## src/rtl/clock_set_ctrl.sv

```systemverilog
// rtl/clock_set_ctrl.sv - time-set controller for a 12-hour clock
// Debounced-level buttons are edge-detected, then drive a capture/edit/commit FSM.
module clock_set_ctrl (
  input  logic       clk_i,
  input  logic       reset_i,
  input  logic       mode_i,
  input  logic       inc_i,
  input  logic       dec_i,
  input  logic       cancel_i,
  input  logic [4:0] cur_hour_i,
  input  logic [5:0] cur_min_i,
  input  logic [5:0] cur_sec_i,
  output logic       Timeset_o,
  output logic [4:0] Hourset_o,
  output logic [5:0] Minset_o,
  output logic [5:0] Secset_o,
  output logic [1:0] field_o,
  output logic       editing_o
);

  typedef enum logic [2:0] {
    RUN     = 3'd0,
    SET_HR  = 3'd1,
    SET_MIN = 3'd2,
    SET_SEC = 3'd3,
    COMMIT  = 3'd4
  } state_t;

  state_t     state_q, state_d;
  logic [3:0] btn_prev_q;
  logic [3:0] btn_ev_q;
  logic [4:0] hour_q, hour_d;
  logic [5:0] min_q, min_d;
  logic [5:0] sec_q, sec_d;
  logic       timeset_q, timeset_d;
  logic [1:0] field_q, field_d;

  logic cancel_ev, mode_ev, inc_ev, dec_ev;
  logic [3:0] btn_now;

  assign btn_now = {cancel_i, mode_i, inc_i, dec_i};
  assign {cancel_ev, mode_ev, inc_ev, dec_ev} = btn_ev_q;

  function automatic logic [4:0] hour_step(input logic [4:0] h, input logic up);
    logic [4:0] r;
    if (up) r = (h >= 5'd12) ? 5'd1 : h + 5'd1;
    else    r = (h <= 5'd1 || h > 5'd12) ? 5'd12 : h - 5'd1;
    return r;
  endfunction

  function automatic logic [5:0] sixty_step(input logic [5:0] v, input logic up);
    logic [5:0] r;
    if (up) r = (v >= 6'd59) ? 6'd0 : v + 6'd1;
    else    r = (v == 6'd0 || v > 6'd59) ? 6'd59 : v - 6'd1;
    return r;
  endfunction

  // Events are registered, so the FSM reacts one edge after the rising level is sampled.
  always_ff @(posedge clk_i or posedge reset_i) begin
    if (reset_i) begin
      btn_prev_q <= 4'b0;
      btn_ev_q   <= 4'b0;
    end else begin
      btn_prev_q <= btn_now;
      btn_ev_q   <= btn_now & ~btn_prev_q;
    end
  end

  always_ff @(posedge clk_i or posedge reset_i) begin
    if (reset_i) begin
      state_q   <= RUN;
      hour_q    <= 5'd12;
      min_q     <= 6'd0;
      sec_q     <= 6'd0;
      timeset_q <= 1'b0;
      field_q   <= 2'd0;
    end else begin
      state_q   <= state_d;
      hour_q    <= hour_d;
      min_q     <= min_d;
      sec_q     <= sec_d;
      timeset_q <= timeset_d;
      field_q   <= field_d;
    end
  end

  always_comb begin
    state_d = state_q;
    hour_d  = hour_q;
    min_d   = min_q;
    sec_d   = sec_q;
    case (state_q)
      RUN: begin
        if (!cancel_ev && mode_ev) begin
          hour_d  = (cur_hour_i == 5'd0 || cur_hour_i > 5'd12) ? 5'd12 : cur_hour_i;
          min_d   = (cur_min_i > 6'd59) ? 6'd0 : cur_min_i;
          sec_d   = (cur_sec_i > 6'd59) ? 6'd0 : cur_sec_i;
          state_d = SET_HR;
        end
      end
      SET_HR, SET_MIN, SET_SEC: begin
        if (cancel_ev) begin
          state_d = RUN;
        end else if (mode_ev) begin
          case (state_q)
            SET_HR:  state_d = SET_MIN;
            SET_MIN: state_d = SET_SEC;
            default: state_d = COMMIT;
          endcase
        end else if (inc_ev ^ dec_ev) begin
          case (state_q)
            SET_HR:  hour_d = hour_step(hour_q, inc_ev);
            SET_MIN: min_d  = sixty_step(min_q, inc_ev);
            default: sec_d  = sixty_step(sec_q, inc_ev);
          endcase
        end
      end
      COMMIT:  state_d = RUN;
      default: state_d = RUN;
    endcase
  end

  always_comb begin
    timeset_d = (state_d == COMMIT);
    case (state_d)
      SET_HR:  field_d = 2'd1;
      SET_MIN: field_d = 2'd2;
      SET_SEC: field_d = 2'd3;
      default: field_d = 2'd0;
    endcase
  end

  assign Timeset_o = timeset_q;
  assign Hourset_o = hour_q;
  assign Minset_o  = min_q;
  assign Secset_o  = sec_q;
  assign field_o   = field_q;
  assign editing_o = (state_q == SET_HR) || (state_q == SET_MIN) || (state_q == SET_SEC);

endmodule

```

## config.mk

```make
export PLATFORM = sky130hd
export DESIGN_NAME = clock_set_ctrl
export DESIGN_NICKNAME = d
export VERILOG_FILES = /design/src/rtl/clock_set_ctrl.sv
export SDC_FILE = /design/constraint.sdc
export NUM_CORES = 1
export LEC_CHECK = 0
export BUFFER_PORTS_ARGS = -buffer_cell sky130_fd_sc_hd__buf_2
export CORE_ASPECT_RATIO = 0.8
export CORE_MARGIN = 1.5
export CORE_UTILIZATION = 55
export DETAILED_ROUTE_END_ITERATION = 10
export GPL_TIMING_DRIVEN = 0
export PLACE_DENSITY = 0.9
export SLEW_MARGIN = 20
export SYNTH_ARGS = -nofsm -noshare
export SYNTH_HDL_FRONTEND = slang
export SYNTH_SLANG_ARGS = --single-unit
```

## constraint.sdc

```tcl
create_clock -name clk_i -period 2.2 [get_ports clk_i]
set_input_delay 0.11 -clock clk_i [delete_from_list [all_inputs] [get_ports clk_i]]
set_output_delay 0.11 -clock clk_i [all_outputs]
set_load 0.01 [all_outputs]
```

# Word level (Yosys, flattened, before mapping)
# Index checks and enable logic that the tools add are counted.
[op_classes]
magnitude_cmp = 10
eq_ne = 14
muxes = 36
n_reduce_logical = 18
bitwise_logic = 3
n_addsub = 6
[op_table]
columns = ["operator", "n"]
rows = [
  ["6-bit two-way mux", 18],
  ["5-bit two-way mux", 9],
  ["6-bit greater-than comparator (second input constant)", 4],
  ["6-bit one-hot mux with 2 select lines", 2],
  ["6-bit AND reduction", 3],
  ["2-bit != test (second input constant)", 7],
  ["6-bit by 1-bit adder with 6-bit output (second input constant)", 2],
  ["3-bit by 2-bit equality test with 1-bit output (second input constant)", 4],
  ["6-bit >= comparator (second input constant)", 2],
  ["6-bit zero test", 2],
  ["3-bit one-hot mux with 2 select lines", 2],
  ["6-bit by 1-bit subtractor with 6-bit output (second input constant)", 2],
  ["5-bit by 4-bit greater-than comparator with 1-bit output (second input constant)", 2],
  ["5-bit one-hot mux with 2 select lines", 1],
  ["3-bit two-way mux", 3],
  ["3-bit by 1-bit equality test with 1-bit output (second input constant)", 2],
  ["1-bit logical OR", 6],
  ["2-bit one-hot mux with 3 select lines", 1],
  ["5-bit by 1-bit adder with 5-bit output (second input constant)", 1],
  ["5-bit by 4-bit >= comparator with 1-bit output (second input constant)", 1],
  ["5-bit by 1-bit less-or-equal comparator with 1-bit output (second input constant)", 1],
  ["5-bit zero test", 1],
  ["5-bit by 1-bit subtractor with 5-bit output (second input constant)", 1],
  ["4-bit bitwise AND", 1],
  ["9 further kinds", 9],
]
[totals]
wordCells = 95
in_bits = 23
register_bits = 31
out_inout_bits = 21

# Depth between registers and ports, before layout
[logic_depth]
ltp_word = 9
depth_mapped = 8
depth_no_buf = 7

# Least setup slack after synthesis
# No wires, ideal clock.
[synth_path]
kind = "register to register"
start = "reg min_q[3] (netlist: Minset_o[3])"
end = "reg min_q[5] (netlist: Minset_o[5])"
path_stages_with_launch = 7
path_buffers = 1
t_required_ns = 2.104
period_less_slack_ns = 1.813
setup_time_ns = 0.096
arrival_time_ns = 1.717
path_slack_ns = 0.387
path_cell_list = "dfrtp_1 buf_6 or3_1 or4_1 a31oi_1 a311oi_1 o32ai_2"
[synth_via]
elab_chain_len = 9
elab_cells_between_ends = 14
cone_classes = "add/sub: 2; order compare: 2; mux: 8; reduce/logical: 2"
[synth_lines]
columns = ["element", "line", "text"]
rows = [
  ["start, declared", "33", "logic [5:0] min_q, min_d;"],
  ["start signal, assigned", "80", "min_q <= min_d;"],
  ["6-bit greater-than comparator or 6-bit zero test (tied branches)", "54", "else r = (v == 6'd0 || v > 6'd59) ? 6'd59 : v - 6'd1;"],
  ["1-bit logical OR", "54", ""],
  ["6-bit two-way mux", "54", ""],
  ["6-bit two-way mux (*)", "53", "if (up) r = (v >= 6'd59) ? 6'd0 : v + 6'd1;"],
  ["6-bit two-way mux (*)", "111", "case (state_q)"],
  ["6-bit two-way mux (*)", "110", "end else if (inc_ev ^ dec_ev) begin"],
  ["6-bit two-way mux (*)", "104", "end else if (mode_ev) begin"],
  ["6-bit two-way mux (*)", "102", "if (cancel_ev) begin"],
  ["6-bit one-hot mux with 2 select lines (*)", "92", "case (state_q)"],
]
# Mark *: on every way between the ends. The rest lies on a longest branch, timed or not. The select of a mux whose other input is x is not followed.
# A chain may end at the register's enable or synchronous reset.

# Worst setup path in the final report
[layout_path]
start = "reg sec_q[3] (netlist: Secset_o[3])"
end = "reg sec_q[2] (netlist: Secset_o[2])"
[layout_via]
elab_chain_len = 9
elab_cells_between_ends = 12
cone_classes = "order compare: 2; mux: 8; reduce/logical: 2"
[layout_lines]
columns = ["element", "line", "text"]
rows = [
  ["start, declared", "34", "logic [5:0] sec_q, sec_d;"],
  ["start signal, assigned", "74", "sec_q <= 6'd0;"],
  ["start signal, assigned", "81", "sec_q <= sec_d;"],
  ["6-bit greater-than comparator or 6-bit zero test (tied branches)", "54", ""],
  ["1-bit logical OR", "54", ""],
  ["6-bit two-way mux", "54", ""],
  ["6-bit two-way mux (*)", "53", ""],
  ["6-bit two-way mux (*)", "111", ""],
  ["6-bit two-way mux (*)", "110", ""],
  ["6-bit two-way mux (*)", "104", ""],
  ["6-bit two-way mux (*)", "102", ""],
  ["6-bit one-hot mux with 2 select lines (*)", "92", ""],
]
# Marked as above.

==> summary by stage <==
Hold path
The source of the worst hold timing path is cur_sec_i[1]. The endpoint of the worst hold path is Secset_o[1]. The class of the most critical hold timing path is input port to flip-flop. Along the worst hold path, the cell count comes to 3.

Route
Using the TritonRoute via totals, the vias-per-cell ratio works out to 6.29. Once detail routing completed, the nets flagged for antenna violations numbered 0. After detailed routing, the number of remaining DRC violations is 0.

Summed over all layers, the routed wires come to 5.95 mm. The iteration count of the initial detailed-routing pass is 5. The via count of the routed design is 2,316. The detailed router finished its first iteration with 214 violations. Dividing the detail-routed wire length by the instance count gives 16.2 um.

Critical path
The worst setup path is launched from a flip-flop. The timing startpoint of the critical path is Secset_o[3]. The number of cells on the worst reg-to-reg path is 6. On the worst path, the slowest cell contributes a delay of 0.46 ns. The worst path arrival time is between 2 and 2.5 ns. The worst setup path is captured at a flip-flop. STA puts the critical path data required time at roughly 2.4 ns. The endpoint of the lowest-slack register-to-register path is Secset_o[2].

Along the worst path, the maximum fanout reaches 10. Across all register-to-register paths, the minimum setup slack is 0.20 ns. The critical setup path kind is flip-flop to flip-flop. The launching point of the worst reg2reg path is Secset_o[3].

The slowest cell on the critical path is or3_1. The signal on the critical path passes through clkbuf_1 > or3_1 > o22ai_1 > o311ai_0 > a32oi_1 > a21oi_1.

GRT
The number of antenna violations at the first check in global routing is 0. The met2 layer usage reported by global route is 0.472. The first global-routing pass estimated approximately 10 mm of wire. The total grt overflow is 0. The total track usage is 0.289. The met1 track utilization from global routing is 0.378.

In this run the most used layer during global routing was met2. The number of global-route vias before repair is 2,128. For this run, global-route usage on met3 was measured as 0.0675. Entering global routing, the biggest net connects 32 pins.

STA
Setup violations remaining at the end of the flow were counted as 0. In the final timing run, aggregate negative setup slack is 0 ns. The largest clock skew in the final design is 0.00130 ns. The tightest slew margin relative to the limit is 0.553. Dividing the final minimum period by the clock period gives 0.910. The time the final worst path needs with I/O delays and setup is 2.00 ns. The number of max-slew violations in the final report is 0. Setup repair after global routing left no endpoint under its margin. The number of failing hold endpoints at the final stage came to 0. The worst hold slack after final layout is about 0.068 ns. The maximum clock frequency is 0.499 GHz. The slew of the pin with the lowest slew margin is 0.669 ns.

Synthesis
The area of the mapped netlist is about 2200 um^2. The cell count after synthesis is 257. The count of yosys warnings during synthesis is 0.

The post-synthesis average cell area is ~8.7 um^2. When the netlist entered floorplanning its net count stood at 290. In the post-synthesis netlist, the biggest area contributors are dfrtp_1 (32%), ha_1 (5.6%), a31oi_1 (3.6%).

The share of synthesized area in the top cell type comes to 0.325. After synthesis, the share of flip-flops with an asynchronous set or reset is 1.00. Synthesis inferred 31 register bits.

The dominant register cell in the synthesized netlist is dfrtp_1. Yosys mapped the design onto 61 distinct sky130hd cell types. In this run, synthesis inferred 0 flip-flops with an integrated enable. Of all cell types, the one taking the most synthesized area is dfrtp_1. For this run, the register share of the synthesized area comes to 0.348.

Clock tree
The total number of clock tree sinks is 31. The clock tree from TritonCTS is done. The clock passes through at most 2 buffers. The clock root buffer master is clkbuf_8.

The clock-pin slew on the worst setup and hold paths is 0.07 ns. The number of H-tree branching levels is 2. For the worst-skew pair, the clock arrives at the later sink with an insertion delay of 0.29 ns. TritonCTS created 5 clock buffers.

Place
The half-perimeter wire length after placement is 4.23 mm. The count of buffers added on input and output ports is 43. The post-placement cell count is roughly 360.

Routability-driven placement finished with a final weighted congestion of 0.955. The cell area after placement is 2520 um^2.

Power and ir drop
Power spread over the standard cell area amounts to 1240 nW/um^2. The maximum ir drop on the vdd rail is 0.690 mV. Summing internal, switching and leakage power gives about 0.0033 W. The static leakage is 1.18 nW.

Job
Max-cap violations in this run came to 0.

Cells and area
Once layout is done, the placed cells without fillers occupy approximately 2700 um^2. The number of antenna diodes in the final layout is 0. The fraction of layout cells with a size suffix above 1 is 0.236.

The top cell types in the final layout, fill and taps aside, are buf_2 (45), dfrtp_1 (29), nor2_1 (18), nand2_1 (17), a21oi_1 (16). The library cell used most frequently in the layout, excluding fill and tap cells, is buf_2. The final cell count without fillers is 368. At the end of the flow, the number of nets in the layout was ~350. Compared with the post-synthesis result, the final layout area differs by 19.3%.

Die
The area of the die is 4460 um^2. The width of the die is 74.3 um. The number of cell rows is 20. 44 I/O pins were placed. The initial utilization of the core area, before any placement, comes to 0.580. The total core area is just under 4000 um^2. The floorplan step set the die height to 60.0 um.

Outcome
The flow ran to the end, and the final reports show no timing, DRC or antenna violations.
-- flip-flops by register name, indices dropped and copies added (netlist names) --
register / flops
Hourset_o: 5
Minset_o: 6
Secset_o: 6
Timeset_o: 1
btn_ev_q: 4
btn_prev_q: 4
field_o: 2
state_q: 3
-- cell usage after synthesis, types with 5 or more instances --
master and number:
ha_1 10, a21oi_1 16, nor2_1 18, nand3_1 12
nand2_1 17, clkbuf_1 6, dfrtp_1 29, nor2b_1 7
o21ai_0 15, inv_1 14, a31oi_1 13, nor3_1 10
clkbuf_8 5
-- how the worst max path moves through the flow --
stage / endpoint / slack, ns
floorplan: Minset_o[5] / 0.39
detailed placement: Hourset_o[0] / 0.05
global route: Secset_o[2] / 0.11
global placement: Hourset_o[0] / 0.05
CTS: editing_o / 0.08
finish: Secset_o[2] / 0.20
-- layout make-up --
type / instances / area (um^2)
multi-input combinational: 196 / 1280
fill: 325 / 1190
buffer: 15 / 124
clock buffer: 5 / 68.8
clock inverter: 3 / 20.0
inverter: 15 / 57.6
tap: 55 / 68.8
timing repair buffer: 48 / 265
sequential: 31 / 778
-- report_power, final --
part	total, W	internal (W)	switching (W)
Sequential	0.00101	0.000763	0.000245
Clock	0.000462	0.000220	0.000243
Combinational	0.00184	0.000766	0.00107
-- metal layers --
| layer | vias to the layer above | part of all wire |
|---|---|---|
| met4 | 0 | 0.016 |
| li1 | 1076 | - |
| met1 | 1107 | 0.43 |
| met3 | 16 | 0.086 |
| met5 | - | 0 |
| met2 | 117 | 0.47 |
-- metrics by stage --
step / util / setup slack (ns)
after floorplan: - / 0.387
after global placement: 0.654 / 0.0526
after detailed placement: 0.654 / 0.0540
after CTS: 0.690 / 0.0835
after global routing: 0.692 / 0.108
final: 0.692 / 0.197
-- repair_timing --
action                     CTS  global route
gates resized for setup      1             1
hold endpoints to repair    33             0
setup buffers                0             0
setup endpoints to repair    1             1
hold buffers                 5             0
-- critical path: cells and delay by family, from the launching register on --
family,cells,cell delay [ns]
buf+inv,1,0.23
simple gates,1,0.46
flops,1,0.38
compound gates,4,0.80
-- cells by family (layout without fill, tap and decap cells) --
group | count (synthesis) | count (layout) | share of synthesized area
buf+inv | 30 | 86 | 0.0806
compound gates | 83 | 83 | 0.254
xor+xnor | 7 | 7 | 0.0274
fa+ha+maj | 11 | 11 | 0.0605
flops | 31 | 31 | 0.348
simple gates | 95 | 95 | 0.230
(Power assumes the default switching activity.)
